**src/rtl/posit_add_align_pkg.sv**
```systemverilog
// Shared posit definitions: default widths, align-stage register layouts and operand ordering.
package posit_add_align_pkg;

  localparam int unsigned PositMw = 32;
  localparam int unsigned PositSw = 10;
  localparam int unsigned PositS  = 5;

  // Stage 1: operands ordered, scale difference computed, smaller mantissa not yet shifted.
  typedef struct packed {
    logic [PositSw-1:0] scale;
    logic [PositSw:0]   diff;
    logic [PositMw-1:0] ml;
    logic [PositMw-1:0] msm;
    logic               sign_l;
    logic               sub;
    logic               zero;
    logic               nar;
  } align_s1_t;

  // Stage 2: smaller mantissa aligned to the larger one.
  typedef struct packed {
    logic [PositSw-1:0] scale;
    logic [PositMw-1:0] ml;
    logic [PositMw-1:0] ms;
    logic               sticky;
    logic               sign_l;
    logic               sub;
    logic               zero;
    logic               nar;
  } align_s2_t;

  function automatic logic a_is_larger(logic [PositSw-1:0] sa, logic [PositSw-1:0] sb,
                                       logic [PositMw-1:0] ma, logic [PositMw-1:0] mb,
                                       logic za, logic zb);
    return zb || (!za && (($signed(sa) > $signed(sb)) || ((sa == sb) && (ma >= mb))));
  endfunction

  // Signed difference in one extra bit; never negative unless the smaller operand is zero.
  function automatic logic [PositSw:0] scale_diff(logic [PositSw-1:0] l, logic [PositSw-1:0] s);
    return {l[PositSw-1], l} - {s[PositSw-1], s};
  endfunction

endpackage

```
**src/rtl/posit_add_align_if.sv**
```systemverilog
// Input/output handshake bundle for the posit addition alignment pipeline.
interface posit_add_align_if
  import posit_add_align_pkg::*;
#(
  parameter int unsigned MW = PositMw,
  parameter int unsigned SW = PositSw
);
  logic          in_valid;
  logic          in_ready;
  logic [SW-1:0] in_sa;
  logic [SW-1:0] in_sb;
  logic [MW-1:0] in_ma;
  logic [MW-1:0] in_mb;
  logic          in_sign_a;
  logic          in_sign_b;
  logic          in_zero_a;
  logic          in_zero_b;
  logic          in_nar_a;
  logic          in_nar_b;
  logic          out_valid;
  logic          out_ready;
  logic [SW-1:0] out_scale;
  logic [MW-1:0] out_ml;
  logic [MW-1:0] out_ms;
  logic          out_sticky;
  logic          out_sign_l;
  logic          out_sub;
  logic          out_zero;
  logic          out_nar;

  modport master (
    output in_valid, in_sa, in_sb, in_ma, in_mb, in_sign_a, in_sign_b,
           in_zero_a, in_zero_b, in_nar_a, in_nar_b, out_ready,
    input  in_ready, out_valid, out_scale, out_ml, out_ms, out_sticky,
           out_sign_l, out_sub, out_zero, out_nar
  );

  modport slave (
    input  in_valid, in_sa, in_sb, in_ma, in_mb, in_sign_a, in_sign_b,
           in_zero_a, in_zero_b, in_nar_a, in_nar_b, out_ready,
    output in_ready, out_valid, out_scale, out_ml, out_ms, out_sticky,
           out_sign_l, out_sub, out_zero, out_nar
  );
endinterface

```
**src/rtl/DSR_right_N_S.sv**
```systemverilog
// Dynamic logical right shifter: c_o = a_i >> b_i, built as log2 mux stages.
module DSR_right_N_S #(
  parameter int unsigned N = 16,
  parameter int unsigned S = 4
) (
  input  logic [N-1:0] a_i,
  input  logic [S-1:0] b_i,
  output logic [N-1:0] c_o
);
  logic [N-1:0] stage [S+1];

  assign stage[0] = a_i;

  for (genvar i = 0; i < S; i++) begin : g_stage
    assign stage[i+1] = b_i[i] ? (stage[i] >> (2 ** i)) : stage[i];
  end

  assign c_o = stage[S];
endmodule

```
**src/rtl/posit_add_align.sv**
```systemverilog
// Two-stage posit addition alignment: order operands by magnitude, then shift the smaller
// mantissa right by the scale difference, collecting shifted-out bits into a sticky flag.
module posit_add_align
  import posit_add_align_pkg::*;
#(
  parameter int unsigned MW = PositMw,
  parameter int unsigned SW = PositSw,
  parameter int unsigned S  = PositS
) (
  input logic              clk,
  input logic              rst_n,
  posit_add_align_if.slave bus
);
  align_s1_t     s1_new, s1_d, s1_q;
  align_s2_t     s2_new, s2_d, s2_q;
  logic          v1_d, v1_q, v2_d, v2_q;
  logic          en1, en2, a_larger, zero_small;
  logic [S-1:0]  sh;
  logic          sat;
  logic [MW-1:0] shifted, out_mask;

  always_comb begin
    a_larger   = a_is_larger(bus.in_sa, bus.in_sb, bus.in_ma, bus.in_mb,
                             bus.in_zero_a, bus.in_zero_b);
    zero_small = a_larger ? bus.in_zero_b : bus.in_zero_a;
    s1_new        = '0;
    s1_new.scale  = a_larger ? bus.in_sa : bus.in_sb;
    s1_new.diff   = a_larger ? scale_diff(bus.in_sa, bus.in_sb) : scale_diff(bus.in_sb, bus.in_sa);
    s1_new.ml     = a_larger ? bus.in_ma : bus.in_mb;
    // A zero operand contributes nothing, whatever its mantissa field holds.
    s1_new.msm    = zero_small ? '0 : (a_larger ? bus.in_mb : bus.in_ma);
    s1_new.sign_l = a_larger ? bus.in_sign_a : bus.in_sign_b;
    s1_new.sub    = bus.in_sign_a ^ bus.in_sign_b;
    s1_new.zero   = bus.in_zero_a & bus.in_zero_b;
    s1_new.nar    = bus.in_nar_a | bus.in_nar_b;
  end

  assign sh       = s1_q.diff[S-1:0];
  // Any bit at or above 2**S means the shift reaches past the whole mantissa.
  assign sat      = |s1_q.diff[SW:S];
  assign out_mask = ~({MW{1'b1}} << sh);

  DSR_right_N_S #(
    .N(MW),
    .S(S)
  ) u_dsr (
    .a_i(s1_q.msm),
    .b_i(sh),
    .c_o(shifted)
  );

  always_comb begin
    s2_new        = '0;
    s2_new.scale  = s1_q.scale;
    s2_new.ml     = s1_q.ml;
    s2_new.ms     = sat ? '0 : shifted;
    s2_new.sticky = sat ? |s1_q.msm : |(s1_q.msm & out_mask);
    s2_new.sign_l = s1_q.sign_l;
    s2_new.sub    = s1_q.sub;
    s2_new.zero   = s1_q.zero;
    s2_new.nar    = s1_q.nar;
  end

  always_comb begin
    en2  = !v2_q || bus.out_ready;
    en1  = !v1_q || en2;
    v1_d = en1 ? bus.in_valid : v1_q;
    s1_d = (en1 && bus.in_valid) ? s1_new : s1_q;
    v2_d = en2 ? v1_q : v2_q;
    s2_d = (en2 && v1_q) ? s2_new : s2_q;
  end

  always_ff @(posedge clk or negedge rst_n) begin
    if (!rst_n) begin
      v1_q <= 1'b0;
      v2_q <= 1'b0;
      s1_q <= '0;
      s2_q <= '0;
    end else begin
      v1_q <= v1_d;
      v2_q <= v2_d;
      s1_q <= s1_d;
      s2_q <= s2_d;
    end
  end

  assign bus.in_ready   = en1;
  assign bus.out_valid  = v2_q;
  assign bus.out_scale  = s2_q.scale;
  assign bus.out_ml     = s2_q.ml;
  assign bus.out_ms     = s2_q.ms;
  assign bus.out_sticky = s2_q.sticky;
  assign bus.out_sign_l = s2_q.sign_l;
  assign bus.out_sub    = s2_q.sub;
  assign bus.out_zero   = s2_q.zero;
  assign bus.out_nar    = s2_q.nar;
endmodule

```
**src/flat_wrapper.sv**
```systemverilog
// flat-port wrapper written by rule: the top's interface ports become plain ports
module posit_add_align_flat import posit_add_align_pkg::*;
#(
  parameter int unsigned MW = PositMw,
  parameter int unsigned SW = PositSw,
  parameter int unsigned S  = PositS
)
  (clk, rst_n, bus_in_valid, bus_in_sa, bus_in_sb, bus_in_ma, bus_in_mb, bus_in_sign_a, bus_in_sign_b, bus_in_zero_a, bus_in_zero_b, bus_in_nar_a, bus_in_nar_b, bus_out_ready, bus_in_ready, bus_out_valid, bus_out_scale, bus_out_ml, bus_out_ms, bus_out_sticky, bus_out_sign_l, bus_out_sub, bus_out_zero, bus_out_nar);
  posit_add_align_if #(.MW(MW), .SW(SW)) bus_i ();
  input logic clk;
  input logic rst_n;
  input wire logic [$bits(bus_i.in_valid)-1:0] bus_in_valid;
  input wire logic [$bits(bus_i.in_sa)-1:0] bus_in_sa;
  input wire logic [$bits(bus_i.in_sb)-1:0] bus_in_sb;
  input wire logic [$bits(bus_i.in_ma)-1:0] bus_in_ma;
  input wire logic [$bits(bus_i.in_mb)-1:0] bus_in_mb;
  input wire logic [$bits(bus_i.in_sign_a)-1:0] bus_in_sign_a;
  input wire logic [$bits(bus_i.in_sign_b)-1:0] bus_in_sign_b;
  input wire logic [$bits(bus_i.in_zero_a)-1:0] bus_in_zero_a;
  input wire logic [$bits(bus_i.in_zero_b)-1:0] bus_in_zero_b;
  input wire logic [$bits(bus_i.in_nar_a)-1:0] bus_in_nar_a;
  input wire logic [$bits(bus_i.in_nar_b)-1:0] bus_in_nar_b;
  input wire logic [$bits(bus_i.out_ready)-1:0] bus_out_ready;
  output wire logic [$bits(bus_i.in_ready)-1:0] bus_in_ready;
  output wire logic [$bits(bus_i.out_valid)-1:0] bus_out_valid;
  output wire logic [$bits(bus_i.out_scale)-1:0] bus_out_scale;
  output wire logic [$bits(bus_i.out_ml)-1:0] bus_out_ml;
  output wire logic [$bits(bus_i.out_ms)-1:0] bus_out_ms;
  output wire logic [$bits(bus_i.out_sticky)-1:0] bus_out_sticky;
  output wire logic [$bits(bus_i.out_sign_l)-1:0] bus_out_sign_l;
  output wire logic [$bits(bus_i.out_sub)-1:0] bus_out_sub;
  output wire logic [$bits(bus_i.out_zero)-1:0] bus_out_zero;
  output wire logic [$bits(bus_i.out_nar)-1:0] bus_out_nar;
  assign bus_i.in_valid = bus_in_valid;
  assign bus_i.in_sa = bus_in_sa;
  assign bus_i.in_sb = bus_in_sb;
  assign bus_i.in_ma = bus_in_ma;
  assign bus_i.in_mb = bus_in_mb;
  assign bus_i.in_sign_a = bus_in_sign_a;
  assign bus_i.in_sign_b = bus_in_sign_b;
  assign bus_i.in_zero_a = bus_in_zero_a;
  assign bus_i.in_zero_b = bus_in_zero_b;
  assign bus_i.in_nar_a = bus_in_nar_a;
  assign bus_i.in_nar_b = bus_in_nar_b;
  assign bus_i.out_ready = bus_out_ready;
  assign bus_in_ready = bus_i.in_ready;
  assign bus_out_valid = bus_i.out_valid;
  assign bus_out_scale = bus_i.out_scale;
  assign bus_out_ml = bus_i.out_ml;
  assign bus_out_ms = bus_i.out_ms;
  assign bus_out_sticky = bus_i.out_sticky;
  assign bus_out_sign_l = bus_i.out_sign_l;
  assign bus_out_sub = bus_i.out_sub;
  assign bus_out_zero = bus_i.out_zero;
  assign bus_out_nar = bus_i.out_nar;
  posit_add_align #(.MW(MW), .SW(SW), .S(S)) u_core (.clk(clk), .rst_n(rst_n), .bus(bus_i));
endmodule
```
**config.mk**
```make
export PLATFORM = sky130hd
export DESIGN_NAME = posit_add_align_flat
export DESIGN_NICKNAME = d
export VERILOG_FILES = /design/src/rtl/posit_add_align_pkg.sv /design/src/rtl/posit_add_align_if.sv /design/src/rtl/DSR_right_N_S.sv /design/src/rtl/posit_add_align.sv /design/src/flat_wrapper.sv
export SDC_FILE = /design/constraint.sdc
export NUM_CORES = 1
export LEC_CHECK = 0
export ABC_AREA = 1
export CAP_MARGIN = 20
export CORE_MARGIN = 8
export CORE_UTILIZATION = 45
export DETAILED_ROUTE_END_ITERATION = 12
export PLACE_DENSITY = 0.74
export RECOVER_POWER = 100
export SLEW_MARGIN = 10
export SYNTH_ARGS = -nofsm -noshare
export SYNTH_HDL_FRONTEND = slang
export SYNTH_SLANG_ARGS = --single-unit
```
**constraint.sdc**
```tcl
create_clock -name clk -period 1.9 [get_ports clk]
set_input_delay 0.285 -clock clk [delete_from_list [all_inputs] [get_ports clk]]
set_output_delay 0.285 -clock clk [all_outputs]
set_load 0.05 [all_outputs]
```
==> results.md <==
- Global-route wire length before repair: 82850 um
- Grt ovf: 0
- Die H: 173.1 um
- Initial core utilization: 0.4582
- Net Sw Frac: 0.4623
- Synthesized flop and latch total: 170
- Gpl congestion: 0.9191
- Core box area: 24250 um2
- Total CTS buffers: 17
- Outcome: complete, but fails checks
- CP required: 2.24 ns
- R2r setup slk: -0.16 ns
- Largest net degree at the start of global routing: 56
- Ports: 175
- Worst-Skew Late Latency: 0.45 ns
- Logic pwr share: 0.511
- Die Footprint: 29970 um2
- Distinct cells, synth: 39
- CTS tree: done
- Crit Reg-Reg Startpoint: u_core.s1_q[28]
- # placed instances: 2281
- Final ANT Viol Nets: 0
- Worst endpoint data arrival time: 2.97 ns
- P_sw: 8.069 mW
- Total power draw: 17.45 mW
- Tmin final: 2.633 ns
- Critical Path Source Type: input port
- Register area share after synthesis: 0.3829
- Number of fill cells: 1407
- Worst path slowest cell: dlygate4sd2_1
- Pleak: 9.799 nW
- Vias in the first global route: 14870
- M1 wire length: 20940 um
- Nature of the critical path endpoint: register
- Vias: 15480
- CP Cell Sequence: dlygate4sd2_1 > ha_4 > a21oi_4 > o21ai_2 > nand2_2 > a21oi_2 > nor2_2 > nand2_4 > nand2_4 > buf_6 > buf_4 > buf_12 > nand3_1 > nand3_4 > nand2_2
- CTS H-tree lvls: 4
- Layout area overhead: 73.99%
- Cell Rows: 57
- Met2 wire len: 27620 um
- Yosys warns: 0
- Number of max-cap violations: 0
- CP max stage delay: 0.37 ns
- Total wire length: 62510 um
- Post-Layout Cell Count: 2476
- Crit Path Class: in -> reg
- Syn_nets: 1777
- Setup violators final: 102
- DR DRC count: 0
- Violated checks: setup timing
- First DRT Iteration DRCs: 2219
- Fraction of layout cells with a size suffix above 1: 0.4579
- Seq pwr share: 0.275
- Worst hold margin: 0.2822 ns
- Final Cycle Share: 1.386
- IO buf count: 174
- Met3 Wirelength: 7935 um
- Tot GR Track Use: 0.3468
- Power density cells: 902.9 nW/um2
- Final Hold Viols: 0
- Syn Std Cell Area: 11110 um2
- DR WL/cell: 25.25 um
- Syn Inst Count: 1628
- Antenna violations before repair: 2
- Via/cell ratio: 6.252
- Nets: 2287
- Worst-path clk slew: 0.09 ns
- Hold path endpoint: u_core.s1_q[51]
- Post-DP HPWL: 28710 um
- Worst-case clock buffer depth: 2
- RSZ-0062 raised after global routing: true
- Root Buffer: clkbuf_16
- Die Wd: 173.1 um
- Hold Crit Start: bus_in_ma[15]
- Detailed Routing Iterations Pass 1: 8
- Top Metal Used: met4
- Capturing point of the worst reg2reg path: u_core.bus.out_sticky
- Pins Over Slew Limit: 0
- Final WS setup: -0.7328 ns
- Pint: 9.385 mW
- Clock skew: 0.01762 ns
- Hold Path Depth: 5
- Worst Hold Class: in -> reg
- CTS Sinks: 170
- Mean Syn Cell Area: 6.824 um2
- VDD IR max: 731.6 uV
- Slew @ Worst Pin: 0.7647 ns
- Worst reg2reg path depth: 9
- Worst-path fanout max: 24
- Rel. slew slack: 0.4902
- Fmax: 379.8 MHz
- Clock network fraction of total power: 0.214
==> through the flow <==
step           setup TNS [ns]  utilization  area [um2]  worst slack [ns]
6_report               -41.50       0.7972       19330           -0.7328
5_1_grt                -42.57       0.7972       19330           -0.6306
4_1_cts                -4.578       0.7513       18220           -0.1098
3_5_place_dp           -73.34       0.6128       14860           -0.9210
3_3_place_gp           -70.86       0.6128       14860           -0.8502
2_1_floorplan          -3.354            -       11300          -0.07220
==> worst max path at each step <==
stage | start | end | depth (start not counted)
finish | bus_in_ma[16] | u_core.s1_q[29] | 15
global route | bus_in_ma[9] | u_core.s1_q[29] | 19
CTS | u_core.s1_q[68] | u_core.bus.out_ms[2] | 13
detailed placement | bus_in_sb[3] | u_core.s1_q[74] | 17
global placement | bus_in_sb[7] | u_core.s1_q[22] | 15
floorplan | bus_in_sb[3] | u_core.s1_q[70] | 18
==> flip-flops by register name (all words and copies together), names as in the netlist <==
name                   cells
u_core.bus.out_ms         32
u_core.bus.out_scale      10
u_core.s1_q               89
u_core.bus.out_nar         1
u_core.bus.out_sticky      1
u_core.bus.out_sign_l      1
u_core.v1_q                1
u_core.bus.out_sub         1
u_core.bus.out_ml         32
u_core.bus.out_valid       1
u_core.bus.out_zero        1
==> kinds of logic (layout without fill, tap and decap cells) <==
family,Yosys count,in the layout,synth area share
fa+ha+maj,55,55,0.06330
other cells,0,1,0
compound gates,185,185,0.09348
mux,13,13,0.01171
simple gates,936,936,0.3451
xor+xnor,16,16,0.01261
buf+inv,253,776,0.09089
flops,170,170,0.3829
==> layout make-up <==
type,instances,area (um2),share of cell area
multi-input cells,1205,8477,0.4385
clock inverters,14,153.9,0.007962
well taps,324,405.4,0.02097
clock buffers,18,439.2,0.02272
inverters,159,635.6,0.03288
diodes,1,2.502,0.0001295
flip-flops and latches,170,4258,0.2203
repair buffers,585,4959,0.2565
==> placed cells by master (no fill, tap or decap), types with 14 or more instances in the layout <==
cell type	synthesis	layout
nand2_4	0	81
buf_4	6	329
a21oi_2	1	15
xor2_1	15	15
buf_2	22	34
a21oi_1	36	18
buf_6	1	33
ha_4	0	41
o21ai_2	0	28
buf_16	0	14
dlygate4sd2_1	0	34
inv_1	156	108
nand2_2	2	86
o21ai_0	104	29
clkbuf_1	49	60
clkbuf_16	0	19
o21ai_1	0	34
inv_2	1	39
nand2_1	652	484
dfrtp_1	170	167
nand3_1	198	89
nand3_2	0	97
nor2_1	53	35
buf_12	0	22
clkbuf_2	2	15
==> cell usage after synthesis, drive strengths merged <==
cell type | number | share of area
nand2 | 654 | 0.22
nand3 | 198 | 0.089
dfrtp | 170 | 0.38
inv | 157 | 0.053
o21ai | 104 | 0.047
ha | 53 | 0.060
nor2 | 53 | 0.018
clkbuf | 51 | 0.017
buf | 43 | 0.020
a21oi | 37 | 0.017
xor2 | 15 | 0.012
mux2i | 13 | 0.012
nor3 | 11 | 0.0050
nand4 | 7 | 0.0039
o22ai | 7 | 0.0039
nor4 | 6 | 0.0034
o31ai | 5 | 0.0034
a22oi | 4 | 0.0027
a31oi | 4 | 0.0023
a32o | 4 | 0.0036
o211ai | 4 | 0.0027
o21bai | 4 | 0.0027
or2 | 4 | 0.0023
a21boi | 3 | 0.0020
nand3b | 3 | 0.0020
o21a | 3 | 0.0020
a211oi | 2 | 0.0014
a21o | 2 | 0.0014
a22o | 2 | 0.0016
clkinv | 2 | 0.00068
fa | 2 | 0.0036
xnor2 | 1 | 0.00079
==> worst max-delay path, delay by kind of cell <==
family          cells  cell delay [ns]
simple gates        7             1.28
fa+ha+maj           1             0.28
compound gates      3             0.33
buf+inv             4             0.76
==> power groups by stage <==
| stage | Clock, mW | Combinational (mW) | Sequential, mW |
|---|---|---|---|
| after floorplan | 0 | 2.57 | 5.86 |
| after global placement | 0 | 6.49 | 4.74 |
| after detailed placement | 0 | 6.54 | 4.75 |
| after CTS | 3.62 | 7.56 | 4.69 |
| after global routing | 3.86 | 9.30 | 4.84 |
| final | 3.74 | 8.92 | 4.80 |
==> layer usage <==
| metal | GRT usage | up-vias |
|---|---|---|
| li1 | - | 6251 |
| met1 | 0.4030 | 7170 |
| met2 | 0.5618 | 1457 |
| met3 | 0.08778 | 603 |
| met4 | 0.2292 | 0 |
| met5 | 0 | - |
==> timing repair <==
action | in CTS | in global routing
resized for setup | 622 | 452
pin swaps | 145 | 171
buffers inserted | 132 | 26
gates cloned | 20 | 3
hold endpoints to repair | 27 | 0
hold buffers | 1 | 0
setup endpoints to repair | 133 | 121
No activity file was read; power rests on OpenSTA's default activity.
